[config.mk]
export PLATFORM = sky130hd
export DESIGN_NAME = audio_pwm_out
export DESIGN_NICKNAME = d
export VERILOG_FILES = /design/src/rtl/audio_pkg.sv /design/src/rtl/pwm_channel.sv /design/src/rtl/audio_pwm_out.sv
export SDC_FILE = /design/constraint.sdc
export NUM_CORES = 1
export LEC_CHECK = 0
export ABC_AREA = 1
export CAP_MARGIN = 20
export CORE_AREA = 2 2 173 175
export DETAILED_ROUTE_END_ITERATION = 8
export DIE_AREA = 0 0 175 177
export PLACE_DENSITY = 0.57
export SLEW_MARGIN = 25
export SYNTH_ARGS = -nofsm -noshare
export SYNTH_HDL_FRONTEND = slang
export SYNTH_SLANG_ARGS = --single-unit
[constraint.sdc]
create_clock -name clk_in -period 13.68 [get_ports clk_in]
set_input_delay 1.368 -clock clk_in [delete_from_list [all_inputs] [get_ports clk_in]]
set_output_delay 1.368 -clock clk_in [all_outputs]
set_load 0.005 [all_outputs]
[src/rtl/audio_pkg.sv]
// Shared constants and the soft-mute state encoding for the audio PWM output block.
package audio_pkg;

    localparam int unsigned DefSampleW  = 16;
    localparam int unsigned DefPwmW     = 8;
    localparam int unsigned DefNumCh    = 2;
    localparam int unsigned DefGainW    = 6;
    localparam int unsigned DefGainFull = 1 << DefGainW;

    typedef enum logic [1:0] {
        StUnmuted,
        StRampDown,
        StMuted,
        StRampUp
    } mute_state_e;

endpackage

[src/rtl/pwm_channel.sv]
// One PWM output lane: level register reloaded at the period boundary plus comparator.
module pwm_channel #(
    parameter int unsigned PWM_W = 8
) (
    input  logic             clk_i,
    input  logic             rst_ni,
    input  logic             load_i,
    input  logic [PWM_W-1:0] level_i,
    input  logic [PWM_W-1:0] cnt_i,
    output logic             pwm_o
);

    localparam logic [PWM_W-1:0] MidLevel = {1'b1, {(PWM_W-1){1'b0}}};

    logic [PWM_W-1:0] level_q, level_d;
    logic             pwm_q, pwm_d;

    always_comb begin
        level_d = level_q;
        if (load_i) begin
            level_d = level_i;
        end
        pwm_d = (cnt_i < level_q);
    end

    always_ff @(posedge clk_i) begin
        if (!rst_ni) begin
            level_q <= MidLevel;
            pwm_q   <= 1'b0;
        end else begin
            level_q <= level_d;
            pwm_q   <= pwm_d;
        end
    end

    assign pwm_o = pwm_q;

endmodule

[src/rtl/audio_pwm_out.sv]
// Multi-channel audio PWM output with volume scaling, sample double-buffering and
// a period-synchronous soft-mute gain ramp.
module audio_pwm_out
    import audio_pkg::*;
#(
    parameter int unsigned SAMPLE_W = DefSampleW,
    parameter int unsigned PWM_W    = DefPwmW,
    parameter int unsigned NUM_CH   = DefNumCh,
    parameter int unsigned GAIN_W   = DefGainW
) (
    input  logic                             clk_in,
    input  logic                             rst_n_in,
    input  logic [NUM_CH-1:0][SAMPLE_W-1:0]  sample_in,
    input  logic                             valid_in,
    input  logic [2:0]                       vol_in,
    input  logic                             mute_in,
    output logic [NUM_CH-1:0]                pwm_out,
    output logic                             period_start_out,
    output logic                             muted_out,
    output logic                             overrun_out
);

    localparam int unsigned   ProdW    = SAMPLE_W + GAIN_W + 2;
    localparam logic [GAIN_W:0] GainFull = {1'b1, {GAIN_W{1'b0}}};
    localparam logic [GAIN_W:0] GainOne  = {{GAIN_W{1'b0}}, 1'b1};

    logic [PWM_W-1:0]                 cnt_q, cnt_d;
    logic [NUM_CH-1:0][SAMPLE_W-1:0]  pend_q, pend_d;
    logic [NUM_CH-1:0][SAMPLE_W-1:0]  hold_q, hold_d;
    logic                             pend_vld_q, pend_vld_d;
    logic                             overrun_q, overrun_d;
    logic [GAIN_W:0]                  gain_q, gain_d;
    mute_state_e                      state_q, state_d;
    logic                             period_end;

    assign period_end = (cnt_q == '1);

    // Sample path: pending buffer refilled by valid_in, promoted to hold at period end.
    always_comb begin
        cnt_d      = cnt_q + 1'b1;
        pend_d     = pend_q;
        pend_vld_d = pend_vld_q;
        hold_d     = hold_q;
        overrun_d  = valid_in && pend_vld_q && !period_end;
        if (valid_in) begin
            pend_d = sample_in;
        end
        if (period_end) begin
            if (pend_vld_q) begin
                hold_d = pend_q;
            end
            pend_vld_d = valid_in;
        end else if (valid_in) begin
            pend_vld_d = 1'b1;
        end
    end

    // Soft-mute ramp: one gain step per period end toward the mute_in target.
    always_comb begin
        state_d = state_q;
        gain_d  = gain_q;
        if (period_end) begin
            unique case (state_q)
                StUnmuted: begin
                    if (mute_in) begin
                        gain_d  = gain_q - 1'b1;
                        state_d = (gain_q == GainOne) ? StMuted : StRampDown;
                    end
                end
                StRampDown: begin
                    if (mute_in) begin
                        gain_d  = gain_q - 1'b1;
                        state_d = (gain_q == GainOne) ? StMuted : StRampDown;
                    end else begin
                        gain_d  = gain_q + 1'b1;
                        state_d = (gain_d == GainFull) ? StUnmuted : StRampUp;
                    end
                end
                StMuted: begin
                    if (!mute_in) begin
                        gain_d  = gain_q + 1'b1;
                        state_d = (gain_d == GainFull) ? StUnmuted : StRampUp;
                    end
                end
                StRampUp: begin
                    if (mute_in) begin
                        gain_d  = gain_q - 1'b1;
                        state_d = (gain_q == GainOne) ? StMuted : StRampDown;
                    end else begin
                        gain_d  = gain_q + 1'b1;
                        state_d = (gain_d == GainFull) ? StUnmuted : StRampUp;
                    end
                end
                default: begin
                    state_d = StMuted;
                    gain_d  = '0;
                end
            endcase
        end
    end

    always_ff @(posedge clk_in) begin
        if (!rst_n_in) begin
            cnt_q      <= '0;
            pend_q     <= '0;
            pend_vld_q <= 1'b0;
            hold_q     <= '0;
            overrun_q  <= 1'b0;
            gain_q     <= '0;
            state_q    <= StMuted;
        end else begin
            cnt_q      <= cnt_d;
            pend_q     <= pend_d;
            pend_vld_q <= pend_vld_d;
            hold_q     <= hold_d;
            overrun_q  <= overrun_d;
            gain_q     <= gain_d;
            state_q    <= state_d;
        end
    end

    // hold_d is the sample selected for the coming period; gain_q is the pre-update gain.
    for (genvar c = 0; c < NUM_CH; c++) begin : gen_ch
        logic signed [SAMPLE_W-1:0] att;
        logic signed [ProdW-1:0]    att_ext;
        logic signed [ProdW-1:0]    gain_ext;
        logic signed [ProdW-1:0]    prod;
        logic signed [ProdW-1:0]    scaled;
        logic [PWM_W-1:0]           level;
        logic                       unused_scaled;

        assign att      = $signed(hold_d[c]) >>> (3'd7 - vol_in);
        assign att_ext  = {{(ProdW - SAMPLE_W){att[SAMPLE_W-1]}}, att};
        assign gain_ext = {{(ProdW - GAIN_W - 1){1'b0}}, gain_q};
        assign prod     = att_ext * gain_ext;
        assign scaled   = prod >>> GAIN_W;
        // Offset binary: flip the sign bit so zero maps to mid-scale.
        assign level    = {~scaled[SAMPLE_W-1], scaled[SAMPLE_W-2 -: PWM_W-1]};
        assign unused_scaled = ^scaled;

        pwm_channel #(
            .PWM_W(PWM_W)
        ) u_pwm_channel (
            .clk_i  (clk_in),
            .rst_ni (rst_n_in),
            .load_i (period_end),
            .level_i(level),
            .cnt_i  (cnt_q),
            .pwm_o  (pwm_out[c])
        );
    end

    assign period_start_out = !rst_n_in || (cnt_q == '0);
    assign muted_out        = !rst_n_in || (state_q == StMuted);
    assign overrun_out      = overrun_q;

endmodule

==> key figures <==
Run status
  • Outcome: finished clean

Finish
  • P&R area growth vs syn: 7.72%
  • Fin nets: roughly 2,100
  • Non-filler cells, final: 2,187
  • Share of post-route cells with drive strength above 1: 0.0473
  • Antenna Cells: 0

Timing
  • Slew at the pin closest to its max-slew limit: between 0.9 and 1 ns
  • Worst Clk Skew: 0.0138 ns
  • RSZ-0062 raised after global routing: no
  • Hold Vio Cnt, Final: 0
  • Tcrit/Tclk final: 0.589
  • Setup TNS: 0 ns
  • Fmax: approximately 0.12 GHz
  • Worst slew margin: 0.337
  • Min cycle time layout: approximately 8 ns
  • Final-report max-slew violation count: 0
  • # setup viols final: 0

Pwr
  • Pwr per Cell Area: 47.5 mW/mm^2
  • Comb pwr share: 0.115
  • Static leakage: roughly 6.7 nW
  • Sw Share: 0.282
  • Total power draw: ~660 uW
  • Peak supply drop: about 54 uV
  • Cell internal pwr: ~480 uW
  • Net switching power: 187 uW
  • Clock share of power: 0.423
  • Reg power frac: 0.462

Synth
  • Avg Inst Size Synth: between 7 and 8 sq um
  • Synth Register Bits: 101
  • Post-synth EDFFs: 0
  • Sequential area share after synthesis: 0.156
  • Post-synth top area cell: fa_1
  • Synth top area cells: fa_1 (25%), dfxtp_1 (16%), ha_1 (9.7%)
  • Post-synth top area share: 0.247
  • Post-Syn Area: 0.0130 sq mm
  • Top_reg_cell synth: dfxtp_1
  • Netlist cell types: 52
  • Syn_nets: ~2,100
  • Yosys warns: 0
  • Asr flop ratio synth: 0
  • Post-Syn Instances: between 1,500 and 2,000

GRT
  • Largest net degree at the start of global routing: about 50
  • Grt total ovfl: 0
  • All-Layer GR Usage: 0.235
  • Vias in the first global route: between 10,000 and 15,000
  • First-pass GRT wire length: 58.1 mm
  • Initial antenna violation count: 0

Drt
  • Vias: roughly 11,000
  • Routed len/inst: between 15 and 20 um
  • Vias per cell: slightly above 5
  • Drt initial violations: approximately 560
  • Residual DRC count: 0
  • Detail Route Antenna Nets: 0
  • Pre-antenna DRT Iters: 5
  • Final wirelength: around 34 mm

Clock network
  • Post_cts resized: 0
  • TritonCTS buffer count: 9
  • Post-CTS Hold Buffers: 0
  • Postcts setup bufs: 0
  • Clock sinks: just over 100
  • Clk slew on worst S/H paths: 0.08 ns
  • Root buffer cell: clkbuf_16
  • CTS max path bufs: 2
  • Worst skew pair latency: about 0.36 ns
  • CTS tree: done
  • CTS H-tree lvls: 3

Floorplan
  • Io pins: 44
  • Row count: between 60 and 70
  • Die ar.: slightly above 0.03 sq mm
  • Starting Density: 0.444
  • DIE HEIGHT: 177 um
  • Die extent in x: roughly 180 um
  • Core ar.: about 0.03 sq mm

Min path
  • Worst hold start: cnt_q[0]$_SDFF_PN0_
  • WHS Path Cells: 1
  • Min-Delay Endpoint: cnt_q[0]$_SDFF_PN0_
  • Worst hold path class: register to register

Worst setup path
  • WS Path Type: input pin to register
  • Worst Path Arrival: 8.27 ns
  • CP Capture Type: register
  • CP startpoint kind: input pin
  • R2r endpoint: gen_ch[0].u_pwm_channel.level_q[6]$_SDFFE_PN0N_
  • R2r startpoint: cnt_q[1]$_SDFF_PN0_
  • Reg2Reg Depth: 32
  • R2r setup slk: a little under 6 ns
  • CP required: around 14 ns
  • Crit-path max FO: 30

Flow run
  • Maxcap violations: 0

Placement
  • Gpl congestion: between 0.9 and 1
  • DP Wirelength: ~28 mm
  • PortBufs: 43
  • DP Cell Count: about 2,200
cells in the mapped netlist (all sizes together) (6+ instances only):
library cell,count
o21a,6
o211ai,11
buf,24
nor2,286
nand4,8
nand2,300
nor3,23
a21oi,87
clkbuf,50
xnor2,11
dfxtp,101
nand3,114
a31oi,9
o21ai,117
fa,160
inv,332
xor2,11
ha,101
mux2i,21
worst max-delay path, stage by stage:
cell and delay, ns:
clkdlybuf4s50_1 1.12, inv_1 0.71, mux2i_1 0.26, o21ai_0 0.26, nor2_1 0.07, a31oi_1 0.69
nor2_1 0.13, fa_1 0.52, inv_1 0.05, fa_1 0.53, inv_1 0.05, fa_1 0.51
fa_1 0.43, ha_1 0.32, nand2_1 0.09, o21ai_0 0.28, a21oi_1 0.12, nor3_1 0.17
o21ai_0 0.10, o311a_1 0.12, o21ai_0 0.11, nand2_1 0.09, nand2_1 0.06, o221ai_1 0.09
cells in the final DEF, fill, tap and decap left out, drive strengths merged, types with 2 or more instances in the layout:
cell type and n:
nand3 114, o21a 6, ha 101, clkdlybuf4s50 42
o21ai 117, mux2i 21, buf 13, o221ai 2
a31oi 9, a21oi 87, nand4 8, o211ai 11
clkinv 8, dfxtp 101, clkbuf 9, xnor2 11
fa 160, inv 335, or2 3, nor4 2
a211oi 3, nand2 300, a21boi 2, nor3 23
xor2 11, nor2 286
registers in the layout, indices dropped and copies added (netlist names):
name	flops
cnt_q	8
gain_q	7
hold_q	32
overrun_out	1
gen_ch.u_pwm_channel.level_q	16
state_q	2
pend_q	32
pend_vld_q	1
gen_ch.u_pwm_channel.pwm_o	2
logic make-up (layout without fill, tap and decap cells):
group / after synthesis / in the layout / share of synthesized area
XOR/XNOR: 22 / 22 / 0.0149
multiplexers: 21 / 21 / 0.0168
AO/OA/AOI/OAI: 245 / 245 / 0.105
flip-flops: 101 / 101 / 0.156
buffers and inverters: 411 / 408 / 0.123
AND/OR/NAND/NOR: 739 / 739 / 0.240
adder cells (fa/ha/maj): 261 / 261 / 0.344
final cells by class:
type | instances | area (sq um)
Multi-Input combinational cell | 1288 | 9360
Clock buffer | 9 | 225
Timing Repair Buffer | 55 | 515
Clock inverter | 7 | 100
Tap cell | 390 | 488
Fill cell | 2981 | 15300
Inverter | 337 | 1270
Sequential cell | 101 | 2020
worst max-delay path by stage:
stage | from | to | slack [ns] | depth (start not counted)
global route | vol_in[0] | gen_ch[1].u_pwm_channel.level_q[7]$_SDFFE_PN1N_ | 5.01 | 23
detailed placement | vol_in[0] | gen_ch[0].u_pwm_channel.level_q[7]$_SDFFE_PN1N_ | 5.27 | 24
finish | vol_in[0] | gen_ch[0].u_pwm_channel.level_q[7]$_SDFFE_PN1N_ | 5.63 | 24
floorplan | vol_in[1] | gen_ch[1].u_pwm_channel.level_q[7]$_SDFFE_PN1N_ | 7.31 | 22
global placement | vol_in[0] | gen_ch[0].u_pwm_channel.level_q[7]$_SDFFE_PN1N_ | 5.38 | 24
CTS | vol_in[0] | gen_ch[0].u_pwm_channel.level_q[7]$_SDFFE_PN1N_ | 5.64 | 24
layer usage:
metal / track usage / wire (um) / up-vias
met1: 0.318 / 16100 / 5396
met4: 0.0538 / 711 / 0
met2: 0.404 / 16400 / 167
li1: - / - / 5592
met5: 0 / 0 / -
met3: 0.0251 / 963 / 41
per-stage QoR:
step | setup slack [ns] | area, sq um | util | hold slack, ns
final | 5.63 | 14000 | 0.478 | 0.459
after global routing | 5.01 | 14000 | 0.478 | 0.480
after CTS | 5.64 | 14000 | 0.478 | 0.461
after detailed placement | 5.27 | 13600 | 0.467 | 0.443
after global placement | 5.38 | 13600 | 0.467 | 0.432
after floorplan | 7.31 | 13000 | - | 0.417
power groups by stage:
stage	Sequential [mW]	Clock (mW)	Combinational (mW)
finish	0.307	0.281	0.0763
global route	0.308	0.298	0.0864
CTS	0.307	0.291	0.0769
detailed placement	0.314	0	0.0765
global placement	0.314	0	0.0761
floorplan	0.311	0	0.0498
No activity file was read; power rests on OpenSTA's default activity.
